### config.mk
export PLATFORM = sky130hd
export DESIGN_NAME = pwm
export DESIGN_NICKNAME = d
export VERILOG_FILES = /design/src/rtl/pwm.sv
export SDC_FILE = /design/constraint.sdc
export NUM_CORES = 1
export LEC_CHECK = 0
export BUFFER_PORTS_ARGS = -buffer_cell sky130_fd_sc_hd__buf_4
export CORE_ASPECT_RATIO = 1.25
export CORE_MARGIN = 2
export CORE_UTILIZATION = 50
export CTS_CLUSTER_SIZE = 16
export DETAILED_ROUTE_END_ITERATION = 12
export PLACE_DENSITY = 0.71
export SLEW_MARGIN = 20
export SYNTH_ARGS = -nofsm -noshare
export SYNTH_HDL_FRONTEND = slang
export SYNTH_SLANG_ARGS = --single-unit
### constraint.sdc
create_clock -name clk -period 4.54 [get_ports clk]
set_input_delay 0.908 -clock clk [delete_from_list [all_inputs] [get_ports clk]]
set_output_delay 0.908 -clock clk [all_outputs]
set_load 0.03 [all_outputs]
### src/rtl/pwm.sv
// pwm: single-channel pulse-width modulator; PERIOD ticks per period, duty latched at the wrap.
// Defining PWM_PRESCALE_EN adds a clock prescaler so a tick occurs every PRESCALE clocks.
module pwm #(
  parameter int PERIOD   = 100,
  parameter int DUTY_W   = 7,
  parameter int PRESCALE = 1
) (
  input  logic              clk,
  input  logic              sys_rst_n,
  input  logic [DUTY_W-1:0] duty_cycle,
  output logic              out
);

  localparam int CNT_W = (PERIOD > 1) ? $clog2(PERIOD) : 1;
  // duty_q must be able to hold PERIOD itself (constant-high case).
  localparam int DQ_W  = $clog2(PERIOD + 1);

  localparam logic [CNT_W-1:0] CNT_LAST = CNT_W'(PERIOD - 1);
  localparam logic [DQ_W-1:0]  DUTY_MAX = DQ_W'(PERIOD);

  if (PERIOD < 2 || PRESCALE < 1) begin : g_param_check
    $error("pwm: PERIOD must be >= 2 and PRESCALE >= 1");
  end

  logic tick;

`ifdef PWM_PRESCALE_EN
  localparam int PS_W = (PRESCALE > 1) ? $clog2(PRESCALE) : 1;
  localparam logic [PS_W-1:0] PS_LAST = PS_W'(PRESCALE - 1);

  logic [PS_W-1:0] ps_q, ps_d;

  always_comb begin
    tick = (ps_q == PS_LAST);
    ps_d = tick ? '0 : ps_q + PS_W'(1);
  end

  always_ff @(posedge clk or negedge sys_rst_n) begin
    if (!sys_rst_n) begin
      ps_q <= '0;
    end else begin
      ps_q <= ps_d;
    end
  end
`else
  assign tick = 1'b1;
`endif

  logic [CNT_W-1:0] cnt_q, cnt_d;
  logic [DQ_W-1:0]  duty_q, duty_d;
  logic             out_q, out_d;
  logic [DQ_W-1:0]  duty_clamped;
  logic             wrap;

  always_comb begin
    // NOTE: every variable gets a default before any branch, so no latch is inferred.
    duty_clamped = (int'(duty_cycle) > PERIOD) ? DUTY_MAX : DQ_W'(duty_cycle);
    wrap         = (cnt_q == CNT_LAST);
    cnt_d        = cnt_q;
    duty_d       = duty_q;
    out_d        = out_q;

    if (tick) begin
      cnt_d = wrap ? '0 : cnt_q + CNT_W'(1);
      if (wrap) begin
        duty_d = duty_clamped;
      end
      // Compare against the post-edge values so out stays aligned with cnt.
      out_d = (DQ_W'(cnt_d) < duty_d);
    end
  end

  // NOTE: state registers use non-blocking assignments so all flops update together.
  always_ff @(posedge clk or negedge sys_rst_n) begin
    if (!sys_rst_n) begin
      cnt_q  <= '0;
      duty_q <= '0;
      out_q  <= 1'b0;
    end else begin
      cnt_q  <= cnt_d;
      duty_q <= duty_d;
      out_q  <= out_d;
    end
  end

  assign out = out_q;

endmodule

; ---- Word level (Yosys, flattened, before mapping)
; Cells that the tools add are included.
; W data, S select, Z words.
[word_totals]
out_inout_bits = 1
word_cells = 10
regBits = 15
in_bits = 9
[classes]
mux = 3
magnitude_cmp = 2
n_addsub = 1
eq_ne = 1
[op_table]
columns = cell, count
row1 = $mux W7, 3
row2 = $add A7 B1 Y7 const B, 1
row3 = $eq A7 B7 Y1 const B, 1
row4 = $gt A7 B7 Y1 const B, 1
row5 = $lt A7 B7 Y1, 1

; ---- Depth between registers and ports, before layout
[depth]
word_depth = 4
ltp_mapped = 11
depth_no_buf = 10

; ---- Worst setup path after synthesis
; No wires, ideal clock.
[synth_timing]
path_kind = in2reg
start = in duty_cycle[3]
end = reg out_q, in the netlist out
setup_ps = 127
setup_slack_ps = 2176
arrival_time_ps = 2236
n_path_buf = 0
path_stages = 7
cell_sequence = o311ai_0 nand2_1 o21a_1 ha_1 nand2_1 a311oi_1 o21ai_1
[synth_between]
elab_chain_len = 4
[synth_lines]
columns = element, line
row1 = "start, declared", 10  ; input logic [DUTY_W-1:0] duty_cycle,
row2 = $gt A7 B7 Y1, 57  ; duty_clamped = (int'(duty_cycle) > PERIOD) ? DUTY_MAX : DQ_W'(duty_cycle);
row3 = $mux W7 *, 57
row4 = $mux W7 *, 65  ; if (wrap) begin
row5 = $lt A7 B7 Y1 *, 69  ; out_d = (DQ_W'(cnt_d) < duty_d);
row6 = net out_d, 51  ; logic out_q, out_d;
row7 = "end signal, assigned", 82  ; out_q <= out_d;
row8 = "end, declared", 51
; The timed path passes the listed nets; every way through them passes the cells marked *.

; ---- Worst setup path after layout
[layout_timing]
start = reg cnt_q[0]
end = reg out_q, in the netlist out
[layout_between]
elab_chain_len = 3
word_cells_on_any_way = 5
cone_classes = 1 x add/sub / 1 x order compare / 1 x eq/ne / 2 x mux
[layout_lines]
columns = element, line
row1 = "start, declared", 49  ; logic [CNT_W-1:0] cnt_q, cnt_d;
row2 = "start signal, assigned", 80  ; cnt_q <= cnt_d;
row3 = $add A7 B1 Y7 or $eq A7 B7 Y1 (tied branches), "64, 58"
row4 = "$mux W7, on equally long branches", "64, 65"
row5 = $lt A7 B7 Y1 *, 69
row6 = net out_d, 51
; Marked as above.

==> summary.md <==
| Metric | Value |
|---|---|
| Largest net degree at the start of global routing | `16` |
| RSZ-0062 raised after global routing | `no` |
| Core area | `1562 sq um` |
| Worst stage delay on the critical path | `470 ps` |
| Worst-skew pair later-pin latency | `280 ps` |
| Fmax | `roughly 400 MHz` |
| Origin of the critical flop-to-flop path | `cnt_q[0]` |
| Yosys top cell area share | `0.4580` |
| Layout Nets | `about 110` |
| CTS Buf Count | `3` |
| Post-CTS resize count | `0` |
| Final setup viols | `0` |
| Port bufs | `9` |
| Layout Utilization | `0.5857` |
| Total GRT Usage | `0.1809` |
| Routed WL | `approximately 1.5 mm` |
| Synthesized area per cell | `just under 10 sq um` |
| CTS tree | `yes` |
| Cell Count, Final, Fillers Out | `113` |
| Yosys warning count | `0` |
| R2R Path End | `out` |
| Routed length per placed instance | `between 10 and 15 um` |
| Initial core utilization | `0.5248` |
| Num ports | `10` |
| CTS root buf | `clkbuf_4` |
| Final Slew Violations | `0` |
| Hold-fix buffers, CTS | `0` |
| Crit end category | `flip-flop` |
| N_diodes | `0` |
| Post-CTS setup buffer count | `0` |
| CTS H-tree lvls | `1` |
| Leak | `roughly 0.00043 uW` |
| Arrival time worst endpoint | `roughly 2700 ps` |
| RePlAce Congestion | `0.7663` |
| Period Utilization, post-route | `0.5497` |
| Synthesized net count | `100` |
| Critical path startpoint | `cnt_q[0]` |
| Die Area | `~2000 sq um` |
| Critical Path Start Type | `flip-flop` |
| Longest Clk Path Bufs | `2` |
| Slowest stage cell, crit path | `or2_1` |
| Worst reg2reg setup slack | `a little over 2000 ps` |
| Cell Chain, Critical Path | `ha_1 > nand3_1 > or2_1 > mux2i_1 > ha_1 > a21o_1 > a21oi_1 > nand2_1 > o21ai_1` |
| Clock Sinks | `15` |
| Max-capacitance violation count | `0` |
| Row cnt | `16` |
| GR Overflow Total | `0` |
| Met3 usage | `0.02740` |
| Initial antenna violation count | `0` |
| Cells after Synth | `84` |
| Sequential share of the synthesized area | `0.4580` |
| Clock-pin transition on the worst setup and hold timing paths | `around 90 ps` |
| Yosys top cell by area | `dfrtp_1` |
| Flops & latches, synth | `15` |
| Die H | `a little under 50 um` |
| Worst EP required | `4750 ps` |
| Synth unique cells | `24` |
| First-pass GRT wire length | `2.449 mm` |
| M1 GR Usage | `0.2186` |
| Grt peak-use layer | `met2` |
| Worst hold path class | `primary input to async pin` |
| Most frequent CP cell | `ha_1` |
| Share of layout cells above drive strength 1 | `0.1579` |
| R2R depth | `9` |
| Final hold vios | `0` |
| Vias/cell | `about 5.6` |
| Mapped Area | `a little over 800 sq um` |
| Detailed-route via count | `~630` |
| Status | `finished clean` |
| Pwr per Cell Area | `247.7 nW/um^2` |
| Worst-Margin Slew | `between 500 and 600 ps` |
| Pre-Repair DR Iteration Count | `4` |
| Worst setup path class | `flip-flop to flip-flop` |
| Dpl cells | `109` |
| ANT nets after route | `0` |
| Hpwl dp | `between 1 and 1.5 mm` |
| CP Max Fanout | `15` |
| Starting DRC count in detailed routing | `4` |
| Synth area leaders | `dfrtp_1, ha_1, nand2_1` |
| Die X | `between 40 and 50 um` |
| Syn-to-layout area delta | `11.60%` |
| Clock Skews | `~1.4 ps` |
| Met2 Track Usage GR | `0.2984` |
| Vias in the first global route | `roughly 600` |
| Max VDD drop | `between 0.15 and 0.2 mV` |
| Rel. slew slack | `0.5999` |
| Drt drc | `0` |
| Final min period | `2496 ps` |
| Final TNS setup | `0 ps` |
[worst max-delay path: cells and delay by family (launching register included)]
family,cells,cell delay (ps)
muxes,1,300
adders and majority gates,2,560
and+or+nand+nor,3,690
DFF,1,430
AOI/OAI and AO/OA,3,450
[where the power goes]
part           internal [uW]  total (uW)  switching [uW]
clock                   32.7        75.1            42.4
combinational           7.41        16.6            9.14
sequential               135         135           0.314
[through the flow]
stage	instance area [sq um]	hold WS, ps	setup WS (ps)	power, uW
6_report	914.6	456.6	2044	226.5
5_1_grt	914.6	445.5	1797	241.7
4_1_cts	914.6	456.6	2029	229.2
3_5_place_dp	887.1	474.6	1869	154.6
3_3_place_gp	887.1	465.7	1970	154.1
2_1_floorplan	819.5	438.0	2176	143.8
[routing by layer]
metal  vias up  wire length [um]
met1       296               664
met5         -                 0
met4         0                31
li1        325                 -
met2         8               750
met3         5                23
[placed cells by master (no fill, tap or decap), drive strengths merged, types with 4 or more instances in the layout]
cell type and count:
ha 7, nand2 13, o21ai 7, o21a 4
nand3 7, buf 9, dfrtp 15, nor2 9
[synth_stat cells]
library cell,count
a211oi_1,1
a21o_1,1
a21oi_1,3
a311oi_1,1
a41oi_1,1
buf_6,2
dfrtp_1,15
ha_1,7
inv_1,2
mux2i_1,2
nand2_1,12
nand2_2,1
nand3_1,7
nor2_1,9
nor3_1,1
o211a_1,1
o21a_1,4
o21ai_0,2
o21ai_1,5
o311ai_0,1
or2_1,1
or3_1,1
or3_4,1
xnor2_1,3
[cells by family after synthesis]
| family | share of synthesized area |
|---|---|
| AOI/OAI and AO/OA | 0.1603 |
| DFF | 0.4580 |
| xor gates and xnor gates | 0.03207 |
| muxes | 0.02443 |
| and+or+nand+nor | 0.1817 |
| buffers and inverters | 0.03664 |
| adders and majority gates | 0.1069 |
[state kept, by name, indices dropped and copies added (netlist names)]
name	cells
cnt_q	7
duty_q	7
out	1
[how the worst max path moves through the flow]
stage | cells past startpoint | endpoint | slack, ps
finish | 9 | out | 2040
global route | 9 | out | 1800
CTS | 9 | out | 2030
detailed placement | 8 | out | 1870
global placement | 8 | out | 1970
floorplan | 7 | out | 2180
[layout make-up]
class / count / area [sq um]
flip-flops and latches: 15 / 375.4
well taps: 18 / 22.52
clock inverters: 1 / 5.005
fillers: 141 / 646.9
inverters: 2 / 7.507
clock buffers: 3 / 22.52
repair buffers: 9 / 67.56
multi-input cells: 65 / 414.1
Power figures use the tool's default switching activity.
